===== src/rtl/writeback_scoreboard.sv =====
// -----------------------------------------------------------------------------
// writeback_scoreboard
//
// Writeback and hazard-tracking stage for the four-slot VLIW datapath.
// Slot order: 0=LSU, 1=IXU1, 2=IXU2, 3=BRANCH.
//
// Holds one busy bit per architectural register. A bundle that reads or
// writes a busy register is stalled. Functional-unit results are registered
// and drive the register file write ports one cycle later. When several
// slots target the same register in one cycle, only the highest-index slot
// writes.
//
// Handshake: the issue side has no separate ready signal. A bundle is
// accepted in any cycle where issue_valid=1 and issue_stall=0; the producer
// must hold the bundle stable while issue_stall=1. Results are fire-and-forget:
// result_valid[i] is sampled every cycle and is never back-pressured.
//
// Ports:
//   clk, rst        clock, synchronous active-high reset
//   issue_valid     bundle presented for issue
//   issue_rd_en/rd  per-slot destination enable / index
//   issue_rs_en/rs  source enables / indices (2i = slot i rs1, 2i+1 = rs2)
//   issue_stall     bundle not accepted this cycle
//   result_valid/rd/data  per-slot results from the functional units
//   rf_wr_en/rd/data      registered register-file write ports
//   busy            scoreboard state (bit 0 always 0)
//   pending_cnt     number of busy registers
//   dup_wr_err      pulse: two or more results hit the same nonzero rd
//   spurious_wr_err pulse: a staged write targeted a non-busy register
// -----------------------------------------------------------------------------
module writeback_scoreboard #(
  parameter int NUM_REGS = 32,
  parameter int REG_W    = 5,
  parameter int DATA_W   = 32
) (
  input  logic                  clk,
  input  logic                  rst,
  input  logic                  issue_valid,
  input  logic [3:0]            issue_rd_en,
  input  logic [4*REG_W-1:0]    issue_rd,
  input  logic [7:0]            issue_rs_en,
  input  logic [8*REG_W-1:0]    issue_rs,
  output logic                  issue_stall,
  input  logic [3:0]            result_valid,
  input  logic [4*REG_W-1:0]    result_rd,
  input  logic [4*DATA_W-1:0]   result_data,
  output logic [3:0]            rf_wr_en,
  output logic [4*REG_W-1:0]    rf_wr_rd,
  output logic [4*DATA_W-1:0]   rf_wr_data,
  output logic [NUM_REGS-1:0]   busy,
  output logic [REG_W:0]        pending_cnt,
  output logic                  dup_wr_err,
  output logic                  spurious_wr_err
);

  logic [NUM_REGS-1:0] busy_q, busy_d;
  logic [3:0]          rf_wr_en_q, rf_wr_en_d;
  logic [4*REG_W-1:0]  rf_wr_rd_q, rf_wr_rd_d;
  logic [4*DATA_W-1:0] rf_wr_data_q, rf_wr_data_d;
  logic                dup_wr_err_q, dup_wr_err_d;
  logic                spurious_wr_err_q, spurious_wr_err_d;

  logic                hazard;
  logic                accept;
  logic [REG_W:0]      pending_cnt_d;

  // Hazard check uses only the registered busy vector. A register being
  // cleared at the coming edge still stalls this cycle (one bubble).
  always_comb begin
    hazard = 1'b0;
    for (int j = 0; j < 8; j++) begin
      if (issue_rs_en[j] && (issue_rs[j*REG_W +: REG_W] != '0) &&
          busy_q[issue_rs[j*REG_W +: REG_W]])
        hazard = 1'b1;
    end
    for (int i = 0; i < 4; i++) begin
      if (issue_rd_en[i] && (issue_rd[i*REG_W +: REG_W] != '0) &&
          busy_q[issue_rd[i*REG_W +: REG_W]])
        hazard = 1'b1;
    end
    issue_stall = issue_valid && hazard;
    accept      = issue_valid && !hazard;
  end

  // Result staging: a slot writes unless a higher-index slot has a valid
  // result for the same register in the same cycle.
  always_comb begin
    rf_wr_en_d        = '0;
    rf_wr_rd_d        = result_rd;
    rf_wr_data_d      = result_data;
    dup_wr_err_d      = 1'b0;
    spurious_wr_err_d = 1'b0;
    for (int i = 0; i < 4; i++) begin
      rf_wr_en_d[i] = result_valid[i] && (result_rd[i*REG_W +: REG_W] != '0);
      for (int j = i + 1; j < 4; j++) begin
        if (result_valid[i] && result_valid[j] &&
            (result_rd[i*REG_W +: REG_W] != '0) &&
            (result_rd[i*REG_W +: REG_W] == result_rd[j*REG_W +: REG_W])) begin
          rf_wr_en_d[i] = 1'b0;
          dup_wr_err_d  = 1'b1;
        end
      end
      if (rf_wr_en_d[i] && !busy_q[result_rd[i*REG_W +: REG_W]])
        spurious_wr_err_d = 1'b1;
    end
  end

  // Busy update: clears from the write ports first, then sets from the
  // accepted bundle so that a simultaneous set wins.
  always_comb begin
    busy_d = busy_q;
    for (int i = 0; i < 4; i++) begin
      if (rf_wr_en_q[i])
        busy_d[rf_wr_rd_q[i*REG_W +: REG_W]] = 1'b0;
    end
    if (accept) begin
      for (int i = 0; i < 4; i++) begin
        if (issue_rd_en[i] && (issue_rd[i*REG_W +: REG_W] != '0))
          busy_d[issue_rd[i*REG_W +: REG_W]] = 1'b1;
      end
    end
    busy_d[0] = 1'b0;
  end

  always_comb begin
    pending_cnt_d = '0;
    for (int r = 0; r < NUM_REGS; r++)
      pending_cnt_d = pending_cnt_d + (REG_W+1)'(busy_q[r]);
  end

  always_ff @(posedge clk) begin
    if (rst) begin
      busy_q            <= '0;
      rf_wr_en_q        <= '0;
      rf_wr_rd_q        <= '0;
      rf_wr_data_q      <= '0;
      dup_wr_err_q      <= 1'b0;
      spurious_wr_err_q <= 1'b0;
    end else begin
      busy_q            <= busy_d;
      rf_wr_en_q        <= rf_wr_en_d;
      rf_wr_rd_q        <= rf_wr_rd_d;
      rf_wr_data_q      <= rf_wr_data_d;
      dup_wr_err_q      <= dup_wr_err_d;
      spurious_wr_err_q <= spurious_wr_err_d;
    end
  end

  assign busy            = busy_q;
  assign pending_cnt     = pending_cnt_d;
  assign rf_wr_en        = rf_wr_en_q;
  assign rf_wr_rd        = rf_wr_rd_q;
  assign rf_wr_data      = rf_wr_data_q;
  assign dup_wr_err      = dup_wr_err_q;
  assign spurious_wr_err = spurious_wr_err_q;

endmodule


===== config.mk =====
export PLATFORM = sky130hd
export DESIGN_NAME = writeback_scoreboard
export DESIGN_NICKNAME = d
export VERILOG_FILES = /design/src/rtl/writeback_scoreboard.sv
export SDC_FILE = /design/constraint.sdc
export NUM_CORES = 1
export LEC_CHECK = 0
export ABC_AREA = 1
export BUFFER_PORTS_ARGS = -buffer_cell sky130_fd_sc_hd__buf_2
export CORE_UTILIZATION = 48
export CTS_BUF_LIST = sky130_fd_sc_hd__clkbuf_16
export CTS_CLUSTER_DIAMETER = 80
export CTS_CLUSTER_SIZE = 25
export DETAILED_ROUTE_END_ITERATION = 16
export PLACE_DENSITY = 0.78
export SYNTH_ARGS = -nofsm -noshare
export SYNTH_HDL_FRONTEND = slang
export SYNTH_SLANG_ARGS = --single-unit

===== constraint.sdc =====
create_clock -name clk -period 6.7 [get_ports clk]
set_clock_uncertainty 0.2 [all_clocks]
set_input_delay 1.675 -clock clk [delete_from_list [all_inputs] [get_ports clk]]
set_output_delay 1.675 -clock clk [all_outputs]
set_load 0.05 [all_outputs]

==> summary.md <==
| Metric | Value |
|---|---|
| Outcome | complete, but fails checks |
| Failing checks | negative setup slack |
| Critical path required time | 4.83 ns |
| Ant. Diodes | 0 |
| H-tree Lvls | 4 |
| Clk slew on worst S/H paths | 0.08 ns |
| Final Hold Vio Count | 0 |
| Peak VDD IR | 0.0002831 V |
| #FFs+latches synth | 185 |
| RSZ-0062 raised after global routing | true |
| Drt wl/cell | 21.94 um |
| Setup crit end | pending_cnt[4] |
| Worst min path class | reg2reg |
| Largest net degree at the start of global routing | 119 |
| Number of global-route vias before repair | 16010 |
| Syn. warnings | 0 |
| # rows | 62 |
| Share of layout cells above drive strength 1 | 20.75% |
| Grt peak-use layer | met2 |
| Dpl cell area | 16500 sq um |
| CP max-delay cell | fa_1 |
| Met3 Usage GRT | 13.46% |
| Slew HR | 32.76% |
| DRT iter0 DRCs | 2767 |
| Syn Nets | 2610 |
| Post-route ant nets | 0 |
| Post-Syn Instances | 2353 |
| Routed vias | 18240 |
| Crit path time final | 7.082 ns |
| Total global-route track usage | 44.01% |
| Max cap viols | 0 |
| Buf/Inv on CP | 4 |
| GR met2 Demand/Resource | 66.90% |
| Reg2reg end | busy[22]$_SDFF_PP0_ |
| CP cell instances | fa_1 > inv_1 > fa_1 > inv_1 > fa_1 > inv_1 > fa_1 > fa_1 > fa_1 > fa_2 > fa_2 > o21ai_4 > xor2_4 > buf_6 |
| Filler cell count | 2845 |
| Critical Path AT | 5.21 ns |
| Register area share after synthesis | 26.41% |
| Clock buffer depth | 2 |
| Final instance area | 17210 sq um |
| DPL Wire Length | 51960 um |
| Core area | 28700 sq um |
| # clock sinks | 185 |
| Pwr dens | 185.5 nW/um^2 |
| Clk_lat worst skew | 0.44 ns |
| Most frequent cells in the layout | 610 x nand2_1, 411 x buf_2, 323 x inv_1 |
| FF-to-FF setup slack | 3.12 ns |
| Overflow after GRT | 0 |
| I/O pins | 420 |
| CTS tree | yes |
| First-pass GRT wire length | 99750 um |
| Area growth from synthesis to layout | 22.71% |
| Clock Power Share | 32.5% |
| Final Util | 59.94% |
| Crit path kind | reg2out |
| Cell area after synthesis | 14020 sq um |
| CTS root buffer | clkbuf_16 |
| DRC Markers | 0 |
| Pint | 1.923 mW |
| Met1 Usage GRT | 57.85% |
| Commonest non-fill, non-tap cell in the layout | nand2_1 |
| RR Startpoint | busy[5]$_SDFF_PP0_ |
| CP dominant cell by count | fa_1 |
| First-pass iteration count of the detailed router | 9 |
| Cell family with most CP delay | adder cells |
| CP Launch Type | flip-flop |
| Seq pwr share | 37.1% |
| Critical path launch point | busy[18]$_SDFF_PP0_ |
| Number of port buffers | 418 |
| Leak pwr | 9.123 nW |
| Setup-failing EPs final | 5 |
| Cts hold-fix bufs | 0 |
| Routability congestion estimate | 1.038 |
| Avg Cell Area, Syn | 5.959 sq um |
| Final nets | 2977 |
| TritonCTS buffer count | 17 |
| Sw Ratio | 39.74% |
| Hold path depth | 3 |
| Critical Path Sink Type | primary output |
| Final WL | 68380 um |
| Largest stage delay, worst path | 0.53 ns |
| Initial antenna violation count | 7 |
| Final Cycle Share | 105.7% |
| R2R depth | 16 |
| CP Depth | 14 |
| Max Clock Freq | 141.2 MHz |
| Worst Path Max Fanout | 2 |
| Switch Pwr | 1.269 mW |
| Fin worst setup slack | -0.3823 ns |
| Vias/cell | 5.853 |
| Die W | 172.9 um |
| Logic gate share of total power | 30.4% |
| Die Height | 172.9 um |
| Initial Util | 48.85% |
| Post-synth cell types | 50 |
| Max Slew Vio Count | 0 |
| Pin slew with the least headroom to its limit | 0.9994 ns |
| Die area | 29900 sq um |
==> cells by family (layout without fill, tap and decap cells) <==
family	count (synthesis)	count (layout)	share of synthesized area (%)
other	1	1	0.02675
adders and majority gates	30	30	3.909
AOI/OAI and AO/OA	456	456	19.36
and+or+nand+nor	1187	1187	35.51
xor gates and xnor gates	11	11	0.6871
DFF	185	185	26.41
buffers and inverters	483	863	14.10
==> per-layer routing <==
layer	vias to the layer above	wire length, um
li1	8402	-
met1	8229	25930
met2	1351	29030
met3	254	9945
met4	8	3432
met5	-	47
==> per-stage QoR <==
| stage | power (mW) | worst slack [ns] | instances | setup TNS (ns) | hold WS [ns] |
|---|---|---|---|---|---|
| floorplan | 1.840 | -0.1223 | 2353 | -0.3175 | 0.4122 |
| global placement | 2.127 | 0.03733 | 3082 | 0 | 0.5847 |
| detailed placement | 2.139 | -0.04209 | 3082 | -0.06385 | 0.5753 |
| CTS | 3.168 | -0.4208 | 3117 | -1.669 | 0.5907 |
| global route | 3.308 | -0.5490 | 3117 | -2.411 | 0.6152 |
| finish | 3.192 | -0.3823 | 3117 | -1.616 | 0.6176 |
==> worst min-delay path, stage by stage (launching register included) <==
cell	delay (ns)
dfxtp_4	0.34
buf_4	0.20
o2111ai_1	0.12
a21oi_1	0.09
==> flip-flops by register name (all words and copies together), names as in the netlist <==
signal	flops
rf_wr_en	4
busy	31
rf_wr_data	128
dup_wr_err	1
rf_wr_rd	20
spurious_wr_err	1
==> final cells by class <==
cell class	count	area [sq um]	area share, %
multi-input cells	1685	8419	48.93
clock inverters	15	190.2	1.105
well taps	384	480.5	2.793
inverters	348	1318	7.658
clock buffers	17	425.4	2.473
repair buffers	483	2631	15.29
flip-flops and latches	185	3741	21.74
==> repair_timing <==
item,4_1_cts,5_1_grt
buffers inserted,3,1
endpoints found under the setup margin,5,6
gates resized for setup,18,4
pin swaps,8,4
==> worst min-delay path by stage <==
stage | slack (ns) | endpoint | from
after floorplan | 0.41 | busy[6]$_SDFF_PP0_ | busy[6]$_SDFF_PP0_
after global placement | 0.58 | busy[15]$_SDFF_PP0_ | busy[15]$_SDFF_PP0_
after CTS | 0.59 | busy[6]$_SDFF_PP0_ | busy[6]$_SDFF_PP0_
final | 0.62 | busy[6]$_SDFF_PP0_ | busy[6]$_SDFF_PP0_
after detailed placement | 0.58 | busy[6]$_SDFF_PP0_ | busy[6]$_SDFF_PP0_
after global routing | 0.62 | busy[6]$_SDFF_PP0_ | busy[6]$_SDFF_PP0_
==> cell usage after synthesis (all sizes together) <==
cell type  number  area share (%)
ha              7            0.62
buf            65             2.8
o221ai         13            0.81
nor3           64             2.3
a31oi           1           0.045
a221oi          7            0.44
o2bb2ai         2            0.12
o311ai          1           0.062
o22ai          14            0.62
conb            1           0.027
o31ai           3            0.16
o211ai         45             2.4
nor4            4            0.18
o2111ai        23             1.4
or2             2           0.089
nor2          252             6.9
a311oi          1           0.062
nand3b          2            0.11
o21ai         151             5.4
and3            1           0.045
clkbuf         70             1.9
xor2            7            0.44
a21oi         154             5.5
a21boi          1           0.054
o2111a          2            0.16
o21a            1           0.054
dfxtp         185              26
clkinv         17            0.46
a211oi          2            0.11
nand2         614              17
a22oi          33             1.8
xnor2           4            0.25
nand4          44             2.0
inv           331             8.9
fa             23             3.3
nand3         204             7.4
a32oi           2            0.12
==> power groups by stage <==
stage,Clock (mW),Combinational (mW),Sequential (mW)
floorplan,0,0.445,1.39
global placement,0,0.919,1.21
detailed placement,0,0.929,1.21
CTS,1.05,0.937,1.18
global route,1.09,1.03,1.19
finish,1.04,0.970,1.19
(Power assumes the default switching activity.)
